--- config.mk ---
export PLATFORM = sky130hd
export DESIGN_NAME = term_ctrl
export DESIGN_NICKNAME = d
export VERILOG_FILES = /design/src/rtl/term_ctrl.sv
export SDC_FILE = /design/constraint.sdc
export NUM_CORES = 1
export LEC_CHECK = 0
export ABC_AREA = 1
export BUFFER_PORTS_ARGS = -buffer_cell sky130_fd_sc_hd__buf_2
export CAP_MARGIN = 10
export CORE_MARGIN = 2
export CORE_UTILIZATION = 45
export DETAILED_ROUTE_END_ITERATION = 6
export GPL_ROUTABILITY_DRIVEN = 0
export PLACE_DENSITY = 0.63
export SETUP_SLACK_MARGIN = 0.02
export SYNTH_ARGS = -nofsm -noshare
export SYNTH_HDL_FRONTEND = slang
export SYNTH_SLANG_ARGS = --single-unit
--- constraint.sdc ---
create_clock -name clk -period 2.8 [get_ports clk]
set_input_delay 0.42 -clock clk [delete_from_list [all_inputs] [get_ports clk]]
set_output_delay 0.42 -clock clk [all_outputs]
set_load 0.005 [all_outputs]
--- src/rtl/term_ctrl.sv ---
// term_ctrl: text-terminal write controller.
// Accepts a byte stream over valid/ready, decodes control codes, tracks the
// cursor and sequences every write into the character RAM, including line
// clear-ahead and full-screen clears. All outputs come straight from flops.
module term_ctrl #(
  parameter int unsigned COLS  = 32,
  parameter int unsigned ROWS  = 15,
  parameter logic [7:0]  BLANK = 8'h20
) (
  input  logic       clk,
  input  logic       reset_n,
  input  logic [7:0] in_data,
  input  logic       in_valid,
  output logic       in_ready,
  output logic       wr_en,
  output logic [8:0] wr_addr,
  output logic [7:0] wr_data,
  output logic [4:0] cursor_col,
  output logic [3:0] cursor_row,
  output logic       busy
);

  // Control codes recognised in the byte stream
  localparam logic [7:0] ChrBs = 8'h08;
  localparam logic [7:0] ChrLf = 8'h0A;
  localparam logic [7:0] ChrFf = 8'h0C;
  localparam logic [7:0] ChrCr = 8'h0D;

  // Clear lengths expressed in counter width
  localparam logic [8:0] ScreenCells = 9'(ROWS * COLS);
  localparam logic [8:0] RowCells    = 9'(COLS);
  localparam logic [4:0] LastCol     = 5'(COLS - 1);
  localparam logic [3:0] LastRow     = 4'(ROWS - 1);

  typedef enum logic [1:0] {
    StClrScr,
    StIdle,
    StClrRow
  } state_e;

  state_e     state_q, state_d;
  logic [8:0] cnt_q, cnt_d;
  logic [4:0] col_q, col_d;
  logic [3:0] row_q, row_d;
  logic       wr_en_q, wr_en_d;
  logic [8:0] wr_addr_q, wr_addr_d;
  logic [7:0] wr_data_q, wr_data_d;
  logic       in_ready_q, in_ready_d;
  logic       busy_q, busy_d;

  // Linear RAM address of a cell; never exceeds ROWS*COLS-1 for legal inputs
  function automatic logic [8:0] cell_addr(input logic [3:0] row, input logic [4:0] col);
    return 9'(int'(row) * int'(COLS) + int'(col));
  endfunction

  // Row advance wraps to the top; there is no scrolling
  function automatic logic [3:0] next_row(input logic [3:0] row);
    return (row == LastRow) ? 4'd0 : row + 4'd1;
  endfunction

  // State and registered outputs, synchronous active-low reset
  always_ff @(posedge clk) begin
    if (!reset_n) begin
      state_q    <= StClrScr;
      cnt_q      <= '0;
      col_q      <= '0;
      row_q      <= '0;
      wr_en_q    <= 1'b0;
      wr_addr_q  <= '0;
      wr_data_q  <= BLANK;
      in_ready_q <= 1'b0;
      busy_q     <= 1'b1;
    end else begin
      state_q    <= state_d;
      cnt_q      <= cnt_d;
      col_q      <= col_d;
      row_q      <= row_d;
      wr_en_q    <= wr_en_d;
      wr_addr_q  <= wr_addr_d;
      wr_data_q  <= wr_data_d;
      in_ready_q <= in_ready_d;
      busy_q     <= busy_d;
    end
  end

  // Next-state decode; outputs are computed for the state being entered
  always_comb begin
    state_d    = state_q;
    cnt_d      = cnt_q;
    col_d      = col_q;
    row_d      = row_q;
    wr_en_d    = 1'b0;
    wr_addr_d  = wr_addr_q;
    wr_data_d  = wr_data_q;
    in_ready_d = in_ready_q;
    busy_d     = busy_q;

    case (state_q)
      StClrScr: begin
        if (cnt_q == ScreenCells) begin
          state_d    = StIdle;
          in_ready_d = 1'b1;
          busy_d     = 1'b0;
        end else begin
          wr_en_d    = 1'b1;
          wr_addr_d  = cnt_q;
          wr_data_d  = BLANK;
          cnt_d      = cnt_q + 9'd1;
          in_ready_d = 1'b0;
          busy_d     = 1'b1;
        end
      end

      StClrRow: begin
        if (cnt_q == RowCells) begin
          state_d    = StIdle;
          in_ready_d = 1'b1;
          busy_d     = 1'b0;
        end else begin
          wr_en_d    = 1'b1;
          wr_addr_d  = cell_addr(row_q, cnt_q[4:0]);
          wr_data_d  = BLANK;
          cnt_d      = cnt_q + 9'd1;
        end
      end

      StIdle: begin
        in_ready_d = 1'b1;
        busy_d     = 1'b0;
        if (in_valid) begin
          case (in_data)
            ChrCr: begin
              col_d = '0;
            end

            ChrLf: begin
              col_d      = '0;
              row_d      = next_row(row_q);
              cnt_d      = '0;
              state_d    = StClrRow;
              in_ready_d = 1'b0;
              busy_d     = 1'b1;
            end

            ChrBs: begin
              // Erase the cell left of the cursor; at column 0 nothing happens
              if (col_q != 5'd0) begin
                col_d     = col_q - 5'd1;
                wr_en_d   = 1'b1;
                wr_addr_d = cell_addr(row_q, col_q - 5'd1);
                wr_data_d = BLANK;
              end
            end

            ChrFf: begin
              col_d      = '0;
              row_d      = '0;
              cnt_d      = '0;
              state_d    = StClrScr;
              in_ready_d = 1'b0;
              busy_d     = 1'b1;
            end

            default: begin
              wr_en_d   = 1'b1;
              wr_addr_d = cell_addr(row_q, col_q);
              wr_data_d = in_data;
              if (col_q == LastCol) begin
                // Line wrap: move to the next row and clear it ahead of use
                col_d      = '0;
                row_d      = next_row(row_q);
                cnt_d      = '0;
                state_d    = StClrRow;
                in_ready_d = 1'b0;
                busy_d     = 1'b1;
              end else begin
                col_d = col_q + 5'd1;
              end
            end
          endcase
        end
      end

      default: begin
        // Unreachable encoding: recover through a full screen clear
        state_d    = StClrScr;
        cnt_d      = '0;
        col_d      = '0;
        row_d      = '0;
        in_ready_d = 1'b0;
        busy_d     = 1'b1;
      end
    endcase
  end

  assign in_ready   = in_ready_q;
  assign wr_en      = wr_en_q;
  assign wr_addr    = wr_addr_q;
  assign wr_data    = wr_data_q;
  assign cursor_col = col_q;
  assign cursor_row = row_q;
  assign busy       = busy_q;

endmodule
==> results.json <==
{
  "vias": 2692,
  "start_kind": "flip-flop",
  "cts.path.max_buffers": 2,
  "cpPeakStageDelay_ns": 0.51,
  "grt_pass1_vias": 2314,
  "wl_per_cell_um": 11.8,
  "peakVddDrop_v": 0.000536,
  "antennaDiodeCount": 0,
  "worstHoldPathType": "primary input to flip-flop",
  "grt_pass1_wl_mm": 10.7,
  "io_pins": 40,
  "yosysSeqAreaShare_pct": 29.3,
  "synth.top_cells.by_area": "dfxtp_1 (29%), nand2_1 (17%), nor2_1 (11%)",
  "viasPerCell": 4.91,
  "numPortBuffers": 39,
  "rsz0062_at_grt": "no",
  "power.switching_mw": 1.05,
  "grt_start_max_net_pins": 31,
  "clock_power_share_pct": 20.4,
  "post-dp-hpwl_mm": 4.96,
  "cts.sinks": 40,
  "final_nets": 496,
  "reg2reg_to": "wr_data[0]",
  "whs_path_depth": 5,
  "area_growth_pct": 11.8,
  "worstPathCellList": "inv_1 -> ha_1 -> inv_2 -> nor2_1 -> nor2_1 -> nand3_2 -> nor2_4 -> nand2_1 -> nand2_1 -> nor2_1",
  "hold_ws_ns": 0.423,
  "rows": 28,
  "clock_skew_ns": 0.0128,
  "fmax_mhz": 500,
  "totalWireLength_mm": 6.49,
  "end_kind": "flip-flop",
  "synth.net_count": 460,
  "period_minus_slack_ns": 2.00,
  "syn-cell-area_um2": 2740,
  "root_buffer": "clkbuf_8",
  "status": "finished, final reports clean",
  "crit_slowest_cell": "nor2_4",
  "p_leak_nw": 1.55,
  "power_density_nw_per_um2": 777,
  "fin_crit_sh_pct": 71.4,
  "first_iter_violations": 97,
  "avgSynthCellArea_um2": 6.28,
  "place_ws_ns": 0.768,
  "cts_max_level": 2,
  "numPlacedInstances": 540,
  "drtAntennaViolNets": 0,
  "fp.dieW_um": 82.0,
  "fin_cells": 548,
  "antenna_found_initial": 0,
  "synth_cell_types": 31,
  "die_h_um": 82.0,
  "ff2ff_path_depth": 10,
  "synth.top_cell.area_share_pct": 29.3,
  "clk_pin_slew_ns": 0.08,
  "numCtsBuffers": 5,
  "synth_seq_cells": 40,
  "timing.rr.start": "state_q[1]",
  "first_pass_iters": 4,
  "cts_tree": "built",
  "finalHoldViolations": 0,
  "power_frac_seq_pct": 33.4,
  "setup_tns_ns": 0,
  "crit_type": "flip-flop to flip-flop",
  "synth_warnings": 0,
  "n_fill_cell": 647,
  "drive_gt1_share_pct": 19.7,
  "cp_common_cell": "nor2_1",
  "synth_top_area_cell": "dfxtp_1",
  "critPathArrivalTime_ns": 2.18,
  "post_cts_resized": 0,
  "insertion_delay_ns": 0.31,
  "min_from": "in_data[6]",
  "reg2reg_slack_ns": 0.80,
  "fin_util_pct": 52.0,
  "coreArea_um2": 5890,
  "switching_share_pct": 44.3,
  "worstPathRequired_ns": 2.98,
  "comb_power_share_pct": 46.2,
  "start_util_pct": 46.5,
  "final_max_slew_viol_count": 0,
  "worst-path-max-fanout": 30,
  "max-slew-margin-rel_pct": 60.2,
  "setup_ws_ns": 0.800,
  "intPower_mw": 1.33,
  "drv_cap": 0,
  "hold_buffers": 0,
  "hold_end": "wr_data[6]",
  "post_cts_buffers": 0,
  "die-area_um2": 6720,
  "synth_cells": 436,
  "grt_use_total_pct": 20.7,
  "grt_overflow_total": 0,
  "drc_errors": 0,
  "setup_viol": 0,
  "worst_pin_slew_ns": 0.596
}
## registers in the layout, summed over array words and instances (netlist names), 2 cells and up
signal and cells:
cnt_q 9, cursor_col 5, cursor_row 4, state_q 2
wr_addr 9, wr_data 8
## power groups by stage
stage | Combinational [mW] | Sequential (mW) | Clock [mW]
2_1_floorplan | 0.819 | 0.797 | 0
3_3_place_gp | 1.10 | 0.805 | 0
3_5_place_dp | 1.10 | 0.806 | 0
4_1_cts | 1.11 | 0.794 | 0.497
5_1_grt | 1.28 | 0.816 | 0.523
6_report | 1.10 | 0.793 | 0.485
## critical path, delay by kind of cell, from the launching register on
family	cells	cell delay, ns
flops	1	0.41
fa+ha+maj	1	0.21
buf+inv	2	0.20
simple gates	7	1.04
## cells in the mapped netlist
master,count
a21oi_1,23
a21oi_2,1
buf_2,4
buf_4,2
buf_6,4
clkbuf_1,1
clkinv_2,1
dfxtp_1,40
ha_1,13
inv_1,39
inv_2,9
mux2i_1,1
nand2_1,122
nand2_2,11
nand2_4,2
nand3_1,34
nand3_2,3
nand4_1,4
nor2_1,79
nor2_2,7
nor2_4,4
nor3_1,4
nor3_2,2
o21ai_0,10
o21ai_1,2
o21ai_2,2
o21bai_1,2
o22ai_1,1
or2_2,3
xnor2_1,1
xor2_1,5
## area by class of cell
class	instances	area, µm²	area share (%)
sequential	40	801	26.2
tap	75	93.8	3.07
inverter	49	185	6.05
clock inverter	3	42.5	1.39
timing repair buffer	40	203	6.62
multi-input combinational	336	1670	54.5
clock buffer	5	68.8	2.25
## worst max-delay path by stage
stage	start	to	slack, ns
floorplan	state_q[0]	cursor_row[1]	1.17
global placement	in_data[7]	wr_data[0]	0.79
detailed placement	in_data[5]	wr_data[0]	0.77
CTS	state_q[1]	wr_data[0]	0.78
global route	cnt_q[0]	wr_addr[8]	0.60
finish	state_q[1]	wr_data[0]	0.80
## routing by layer
layer | wire length [µm] | up-vias | GRT usage (%) | part of all wire, %
li1 | - | 1426 | - | -
met1 | 3100 | 1210 | 26.9 | 48
met2 | 3090 | 50 | 34.8 | 48
met3 | 220 | 6 | 3.96 | 3.4
met4 | 76 | 0 | 6.00 | 1.2
met5 | 0 | - | 0 | 0
## through the flow
stage	power (mW)	area [µm²]
3_3_place_gp	1.90	2950
5_1_grt	2.62	3060
4_1_cts	2.40	3060
2_1_floorplan	1.62	2740
3_5_place_dp	1.91	2950
6_report	2.38	3060
## cell usage in the layout (no fill, tap or decap), types with 5 or more instances in the layout
master / Yosys / layout
nand2_1: 122 / 122
nor2_1: 79 / 79
dfxtp_1: 40 / 40
inv_1: 39 / 39
buf_2: 4 / 39
nand3_1: 34 / 34
a21oi_1: 23 / 23
ha_1: 13 / 13
nand2_2: 11 / 11
o21ai_0: 10 / 10
inv_2: 9 / 9
nor2_2: 7 / 7
xor2_1: 5 / 5
clkbuf_8: 0 / 5
## logic make-up after synthesis
kind of cell,Yosys count,synth area share [%]
compound gates,41,8.14
fa+ha+maj,13,5.94
xor+xnor,6,1.92
simple gates,275,44.5
flops,40,29.3
mux,1,0.366
buf+inv,60,9.83
No activity file was read; power rests on OpenSTA's default activity.
